File: src/rtl/dino_jump_input.sv
// dino_jump_input
// Merges the physical jump button and the PS/2 Space / Up-Arrow keys into one
// jump request per video frame for the game CPU's button-press register.
//
// Ports:
//   clk          system clock (100 MHz)
//   reset        asynchronous reset, active low
//   jump         raw push-button, asynchronous, active high
//   rx_data      PS/2 byte, qualified by rx_valid
//   rx_valid     one-cycle strobe for rx_data
//   screen_end   end-of-frame level from the VGA controller
//   button_press per-frame jump request, changes only at a frame boundary
//   jump_level   registered OR of debounced button and key-held flag
//
// Keyboard decoder states:
//   state      | meaning
//   ST_IDLE    | waiting for a make code or a prefix byte
//   ST_EXT     | 0xE0 seen, next byte is an extended code
//   ST_BRK     | 0xF0 seen, next byte is a released normal key
//   ST_EXT_BRK | 0xE0 0xF0 seen, next byte is a released extended key
module dino_jump_input #(
    parameter int DEBOUNCE_CYCLES = 1000000
) (
    input  logic       clk,
    input  logic       reset,
    input  logic       jump,
    input  logic [7:0] rx_data,
    input  logic       rx_valid,
    input  logic       screen_end,
    output logic       button_press,
    output logic       jump_level
);

    localparam int CNT_W = ($clog2(DEBOUNCE_CYCLES) < 1) ? 1 : $clog2(DEBOUNCE_CYCLES);
    localparam logic [CNT_W-1:0] CNT_LAST = CNT_W'(DEBOUNCE_CYCLES - 1);

    localparam logic [7:0] KEY_SPACE = 8'h29;
    localparam logic [7:0] KEY_UP    = 8'h75;
    localparam logic [7:0] PFX_EXT   = 8'hE0;
    localparam logic [7:0] PFX_BRK   = 8'hF0;

    // ---------------- button synchroniser and debounce ----------------
    logic             sync_1;
    logic             btn_s;
    logic             btn_db;
    logic [CNT_W-1:0] db_cnt;

    always_ff @(posedge clk or negedge reset) begin
        if (!reset) begin
            sync_1 <= 1'b0;
            btn_s  <= 1'b0;
        end else begin
            sync_1 <= jump;
            btn_s  <= sync_1;
        end
    end

    // The counter only runs while the synchronised level disagrees with the
    // debounced one, so any bounce back restarts the stability window.
    always_ff @(posedge clk or negedge reset) begin
        if (!reset) begin
            btn_db <= 1'b0;
            db_cnt <= '0;
        end else if (btn_s == btn_db) begin
            db_cnt <= '0;
        end else if (db_cnt == CNT_LAST) begin
            btn_db <= btn_s;
            db_cnt <= '0;
        end else begin
            db_cnt <= db_cnt + 1'b1;
        end
    end

    // ---------------- keyboard scancode decoder ----------------
    typedef enum logic [1:0] {
        ST_IDLE    = 2'd0,
        ST_EXT     = 2'd1,
        ST_BRK     = 2'd2,
        ST_EXT_BRK = 2'd3
    } kb_state_t;

    kb_state_t state;
    kb_state_t state_nxt;
    logic      key_dn;
    logic      key_set;
    logic      key_clr;

    always_ff @(posedge clk or negedge reset) begin
        if (!reset) begin
            state  <= ST_IDLE;
            key_dn <= 1'b0;
        end else begin
            state <= state_nxt;
            if (key_set) begin
                key_dn <= 1'b1;
            end else if (key_clr) begin
                key_dn <= 1'b0;
            end
        end
    end

    always_comb begin
        state_nxt = state;
        if (rx_valid) begin
            case (state)
                ST_IDLE: begin
                    if (rx_data == PFX_EXT) begin
                        state_nxt = ST_EXT;
                    end else if (rx_data == PFX_BRK) begin
                        state_nxt = ST_BRK;
                    end else begin
                        state_nxt = ST_IDLE;
                    end
                end
                ST_EXT: begin
                    state_nxt = (rx_data == PFX_BRK) ? ST_EXT_BRK : ST_IDLE;
                end
                default: state_nxt = ST_IDLE;
            endcase
        end
    end

    // Space and Up share one held flag; releasing either one clears it.
    always_comb begin
        key_set = 1'b0;
        key_clr = 1'b0;
        if (rx_valid) begin
            case (state)
                ST_IDLE:    key_set = (rx_data == KEY_SPACE);
                ST_EXT:     key_set = (rx_data == KEY_UP);
                ST_BRK:     key_clr = (rx_data == KEY_SPACE);
                ST_EXT_BRK: key_clr = (rx_data == KEY_UP);
                default:    key_set = 1'b0;
            endcase
        end
    end

    // ---------------- press detection and frame latch ----------------
    logic jump_level_q;
    logic press_evt;
    logic fe_q;
    logic frame_tick;
    logic pending;

    assign press_evt  = jump_level & ~jump_level_q;
    assign frame_tick = screen_end & ~fe_q;

    always_ff @(posedge clk or negedge reset) begin
        if (!reset) begin
            jump_level   <= 1'b0;
            jump_level_q <= 1'b0;
            fe_q         <= 1'b0;
        end else begin
            jump_level   <= btn_db | key_dn;
            jump_level_q <= jump_level;
            fe_q         <= screen_end;
        end
    end

    // A press on the tick edge itself goes straight into the new frame's
    // request rather than into pending, so it is neither lost nor delayed.
    always_ff @(posedge clk or negedge reset) begin
        if (!reset) begin
            pending      <= 1'b0;
            button_press <= 1'b0;
        end else if (frame_tick) begin
            button_press <= pending | press_evt;
            pending      <= 1'b0;
        end else begin
            pending      <= pending | press_evt;
        end
    end

endmodule

File: config.mk
export PLATFORM = sky130hd
export DESIGN_NAME = dino_jump_input
export DESIGN_NICKNAME = d
export VERILOG_FILES = /design/src/rtl/dino_jump_input.sv
export SDC_FILE = /design/constraint.sdc
export NUM_CORES = 1
export LEC_CHECK = 0
export BUFFER_PORTS_ARGS = -buffer_cell sky130_fd_sc_hd__buf_2
export CORE_MARGIN = 4
export CORE_UTILIZATION = 47
export DETAILED_ROUTE_END_ITERATION = 6
export PLACE_DENSITY = 0.66
export SLEW_MARGIN = 20
export SYNTH_ARGS = -nofsm -noshare
export SYNTH_HDL_FRONTEND = slang
export SYNTH_SLANG_ARGS = --single-unit
File: constraint.sdc
create_clock -name clk -period 1.8 [get_ports clk]
set_input_delay 0.36 -clock clk [delete_from_list [all_inputs] [get_ports clk]]
set_output_delay 0.36 -clock clk [all_outputs]
set_load 0.01 [all_outputs]
==> out/qor.yml, run 1 <==
outcome:
  status: "finished clean"
placed_design:
  place.detailed.instances: 207
  port_buffers: 14
  dp_hpwl_um: 2250
  post_dp_cell_area_sq_um: 1700
  gp_congestion: 0.747
power:
  p_clk_share_pct: 42.1
  max-vdd-ir-drop_mv: 0.454
  power.density_nw_per_um2: 754
  switching_share_pct: 21.2
  p_switching_uw: 286
  power_leakage_nw: 0.766
  combPwrFrac_pct: 5.2
  internal_power_mw: 1.06
  seqPwrFrac_pct: 52.7
critical_path:
  cpPeakStageDelay_ns: 0.56
  arrival_ns: 1.97
  crit_path_end_kind: "flop"
  crit_path_start_kind: "flop"
  cp_max_fo: 4
  critical_path_buf_inv_count: 0
  slowest_stage: "or4b_1"
  crit_chain: "nand3_1, or4b_1, nor3_1, mux2_2"
  criticalPathCategory: "flop to flop"
  path_delay_family: "simple AND/OR/NAND/NOR gates"
  r2r_cells: 4
  worstPathRequired_ns: 2.03
  critical_path_depth: 4
floorplan:
  start_util_pct: 49.9
  core_sq_um: 3080
  io_pins: 15
  die_h_um: 65.2
  die_w_um: 65.2
  num_rows: 20
  die_area_sq_um: 4250
clock_tree:
  clockBufferDepth: 2
  postCtsSetupBuffers: 0
  cts.reportedPaths.clkPinSlew_ns: 0.09
  cts.sink_count: 31
  cts_made_buffers: 5
  cts_tree: "yes"
  root_buffer: "clkbuf_4"
  post_cts_resized: 0
  cts_hold_buf: 0
  htreeDepth: 2
  clock_latency_ns: 0.34
global_route:
  antenna_found_initial: 0
  gr-total-overflow: 0
  grt_pass1_vias: 1247
  grt_use_total_pct: 16.3
  grt_pass1_wl_um: 5290
  grt_max_degree: 32
finish:
  n_antenna_cell: 0
  drive_above_1_share_pct: 25.7
  most-common-layout-cells: "dfrtp_1, buf_2, nor2_1"
  syn2layout_area_growth_pct: 16.4
  nNetsFinal: 184
  instances_no_fill: 215
  final.fill_count: 287
  design_area_sq_um: 1790
  layout_commonest_cell: "dfrtp_1"
sta:
  grt_setup_unrepaired: "no"
  period_minus_slack_ns: 1.73
  slew_headroom_pct: 55.4
  finalSetupViolations: 0
  fmax_mhz: 577
  max_slew.worst_pin.slew_ns: 0.669
  fin_crit_sh_pct: 96.2
  fin_skew_ns: 0.00780
  slew_viol_final: 0
  finalHoldViolations: 0
synthesis:
  synth_top_area_cell: "dfrtp_1"
  yosysWarnings: 0
  synth_fp_nets: 159
  synthesis.area_sq_um: 1540
  ys_types: 40
  ys_seq_area_share_pct: 50.5
  synth_top_area_share_pct: 50.5
  ys_ff_latch: 31
  synth_area_leaders: "dfrtp_1, xor2_1, nor2_1"
  synthCells: 145
  avgSynthCellArea_sq_um: 10.6
min_path:
  hold_class: "primary input to asynchronous set/reset pin"
routing:
  drtIter0Drc: 39
  routed_wl_um: 2920
  route.detailed.drc: 0
  ant_nets: 0
  num_vias: 1128
  dr.pass1.iters: 4
  wl_per_cell_um: 13.6
  vias_per_cell: 5.25
job:
  drv_cap: 0
[final cells by class]
type | instances | area [sq um] | share of cell area, %
clock buffer | 6 | 51.3 | 2.87
inverter | 5 | 18.8 | 1.05
sequential | 31 | 777 | 43.4
clock inverter | 2 | 35.0 | 1.96
timing repair buffer | 23 | 150 | 8.39
tap | 44 | 55.1 | 3.08
multi-input combinational | 104 | 702 | 39.2
[metal layers]
metal | up-vias | GRT usage, % | share of wire (%)
met1 | 537 | 18.2 | 44
met5 | - | 0 | 0
li1 | 565 | - | -
met4 | 0 | 7.51 | 1.3
met2 | 22 | 27.9 | 50
met3 | 4 | 5.64 | 5.0
[power by group through the flow]
stage | registers, mW | clock network (mW) | logic (mW)
finish | 0.711 | 0.568 | 0.0703
global route | 0.712 | 0.619 | 0.0808
CTS | 0.711 | 0.585 | 0.0715
detailed placement | 0.724 | 0 | 0.0717
global placement | 0.724 | 0 | 0.0686
floorplan | 0.724 | 0 | 0.0312
[through the flow]
step                setup WS [ns]  TNS (ns)  util (%)  hold WS (ns)  total power, mW
floorplan                   0.171         0         -        0.0644            0.756
global placement           0.0704         0      55.2         0.332            0.792
detailed placement       -0.00415  -0.00415      55.2         0.345            0.796
CTS                        0.0472         0      58.0        0.0604             1.37
global route              0.00395         0      58.1        0.0867             1.41
finish                     0.0677         0      58.1        0.0466             1.35
[cell usage after synthesis (all sizes together)]
master  number
nand2b       3
buf          4
nor3         2
nand2       11
inv          5
or4          2
clkbuf       1
nand4        7
mux2i        2
dfrtp       31
o21ai        7
nor2b        2
nor4         2
o21a         1
nor2        13
xnor2        3
o31ai        3
o22ai        1
nand3b       2
ha           1
xor2        10
or4b         4
nand3        9
or2          1
a21oi        7
and2         2
or3          2
and4bb       1
and3         1
nor4b        1
mux2         1
and4         3
[kinds of logic after synthesis]
family,after synthesis,synth area share [%]
AND/OR/NAND/NOR,68,27.4
AO/OA/AOI/OAI,19,7.82
adder cells (fa/ha/maj),1,0.814
buffers and inverters,10,3.99
XOR/XNOR,13,7.41
flip-flops,31,50.5
multiplexers,3,2.04
[worst paths after layout]
kind                       slack (ns)   endpoint        from
setup / recovery                 0.07     btn_db  db_cnt[17]
hold / removal                   0.05  db_cnt[2]       reset
setup reg to reg                 0.07     btn_db  db_cnt[17]
hold reg to reg                  0.37      btn_s      sync_1
max in group asynchronous        1.29  db_cnt[3]       reset
min in group clk                 0.12     sync_1        jump
[registers in the layout (all words and copies together) (netlist names)]
| name | count |
|---|---|
| db_cnt | 20 |
| state | 2 |
| btn_db | 1 |
| btn_s | 1 |
| button_press | 1 |
| fe_q | 1 |
| jump_level | 1 |
| jump_level_q | 1 |
| key_dn | 1 |
| pending | 1 |
| sync_1 | 1 |
(Power assumes the default switching activity.)
==> inputs of run 2 (changes only) <==
--- a/config.mk
+++ b/config.mk
@@ -6,7 +6,7 @@
 export NUM_CORES = 1
 export LEC_CHECK = 0
 export BUFFER_PORTS_ARGS = -buffer_cell sky130_fd_sc_hd__buf_2
-export CORE_MARGIN = 4
+export CORE_MARGIN = 2
 export CORE_UTILIZATION = 47
 export DETAILED_ROUTE_END_ITERATION = 6
 export PLACE_DENSITY = 0.66
==> out/qor.yml, run 2 (synthesis results as in run 1) <==
global_route:
  gr-total-overflow: 0  # unchanged
  grt_use_total_pct: 17.2  # +0.88 points
  grt_max_degree: 32  # unchanged
  grt_pass1_vias: 1043  # -16%
  grt_pass1_wl_um: 4590  # -13%
  antenna_found_initial: 0  # unchanged
placed_design:
  dp_hpwl_um: 1900  # -15%
  port_buffers: 14  # unchanged
  gp_congestion: 0.787  # +5.3%
  place.detailed.instances: 206  # -0.48%
  post_dp_cell_area_sq_um: 1690  # -0.44%
finish:
  final.fill_count: 275  # -4.2%
  design_area_sq_um: 1750  # -2.2%
  instances_no_fill: 214  # -0.47%
  most-common-layout-cells: "dfrtp_1, buf_2, nor2_1"
  n_antenna_cell: 0  # unchanged
  multi_input_area_sq_um: 707  # +0.71%
  regMostFlops: "db_cnt"
  regArea_sq_um: 776  # -0.16%
  drive_above_1_share_pct: 24.7  # -1.0 points
  layout_commonest_cell: "dfrtp_1"
  largest_register_ff_count: 20  # unchanged
  reg.largest.list: "db_cnt (20), state (2)"
  syn2layout_area_growth_pct: 13.8
  nNetsFinal: 183  # -0.54%
sta:
  slew_viol_final: 0  # unchanged
  finalHoldViolations: 0  # unchanged
  hold_slack_ns: 0.0576  # +0.0110 ns
  grt_setup_unrepaired: "no"
  fin_crit_sh_pct: 92.9  # -3.3 points
  fmax_mhz: 598  # +3.6%
  fin_skew_ns: 0.00615  # -0.00165 ns
  fin_setup_tns_ns: 0  # unchanged
  slew_headroom_pct: 54.8  # -0.66 points
  period_minus_slack_ns: 1.67  # -0.0596 ns
  max_slew.worst_pin.slew_ns: 0.678  # +0.00987 ns
  finalSetupViolations: 0  # unchanged
clock_tree:
  clockBufferDepth: 2  # unchanged
  cts_tree: "yes"
  root_buffer: "clkbuf_4"
  cts.reportedPaths.clkPinSlew_ns: 0.09  # about the same
  cts_made_buffers: 5  # unchanged
  postCtsSetupBuffers: 0  # unchanged
  cts.sink_count: 31  # unchanged
  htreeDepth: 2  # unchanged
  clock_latency_ns: 0.33  # about the same
job:
  drv_cap: 0  # unchanged
routing:
  dr.pass1.iters: 4  # unchanged
  drtIter0Drc: 62  # +59%
  ant_nets: 0  # unchanged
  vias_per_cell: 5.25  # about the same
  wl_per_cell_um: 12.8  # -6.0%
  num_vias: 1123  # -0.44%
  route.detailed.drc: 0  # unchanged
  routed_wl_um: 2730  # -6.4%
floorplan:
  start_util_pct: 49.9  # unchanged
  die_h_um: 61.2  # -6.1%
  die_area_sq_um: 3740  # -12%
  num_rows: 20  # unchanged
  die_w_um: 61.2  # -6.1%
  io_pins: 15  # unchanged
  core_sq_um: 3080  # unchanged
power:
  power_leakage_nw: 0.745  # -2.7%
  max-vdd-ir-drop_mv: 0.387  # -15%
  total_power_mw: 1.16  # -14%
  power.density_nw_per_um2: 664  # -12%
critical_path:
  cpPeakStageDelay_ns: 0.62  # +0.06 ns
  r2r_end: "key_dn"
  cp-startpoint: "state[0]"
  rrSetupSlack_ns: 0.13  # +0.06 ns
  crit_path_start_kind: "flop"
  worstPathRequired_ns: 2.06  # +0.03 ns
  crit_path_end_kind: "flop"
  crit_chain: "or4b_2, o22ai_1, and4bb_2, mux2i_1"
  r2r_start: "state[0]"
  slowest_stage: "or4b_2"
  r2r_cells: 4  # unchanged
  arrival_ns: 1.94  # -0.03 ns
  endpoint: "key_dn"
  cp_max_fo: 5  # +1
  criticalPathCategory: "flop to flop"
outcome:
  status: "finished clean"
min_path:
  hold_class: "primary input to asynchronous set/reset pin"
[run 2: layout make-up]
class	instances	share of cell area (%)
multi-input combinational	104	40.4
tap	44	3.15
sequential	31	44.3
clock buffer	7	2.58
inverter	5	1.07
timing repair buffer	22	8.15
clock inverter	1	0.286
[run 2: layer usage]
layer | share of wire, % | GRT usage (%)
met2 | 46 | 26.7
met1 | 48 | 21.6
met3 | 4.5 | 6.93
met4 | 1.5 | 6.52
met5 | 0 | 0
[run 2: worst max-delay path: cells and delay by family, from the launching register on]
kind             cells  cell delay [ns]
AO/OA/AOI/OAI        1             0.14
multiplexers         1             0.17
AND/OR/NAND/NOR      2             0.87
flip-flops           1             0.43
[run 2: report_power, final]
group          switching, mW  total, mW  internal, mW
registers            0.00550      0.710         0.705
logic                 0.0410     0.0707        0.0297
clock network          0.228      0.380         0.152
total                  0.275       1.16         0.887
[run 2: how the worst min path moves through the flow]
| stage | from | to | slack [ns] |
|---|---|---|---|
| after CTS | reset | db_cnt[7] | 0.08 |
| final | reset | db_cnt[7] | 0.06 |
| after global routing | reset | db_cnt[16] | 0.09 |
| after floorplan | reset | btn_db | 0.06 |
| after global placement | sync_1 | btn_s | 0.34 |
| after detailed placement | sync_1 | btn_s | 0.34 |
[run 2: metrics by stage]
step | util [%] | setup slack, ns
after floorplan | - | 0.171
after global placement | 55.0 | 0.0737
after detailed placement | 55.0 | 0.0269
after CTS | 56.6 | 0.0765
after global routing | 56.8 | 0.0123
final | 56.8 | 0.127
[run 2: timing repair]
item / in CTS / in global routing
setup endpoints to repair: 0 / 9
endpoints found under the hold margin: 0 / 0
resized for setup: 0 / 3
hold buffers: 0 / 0
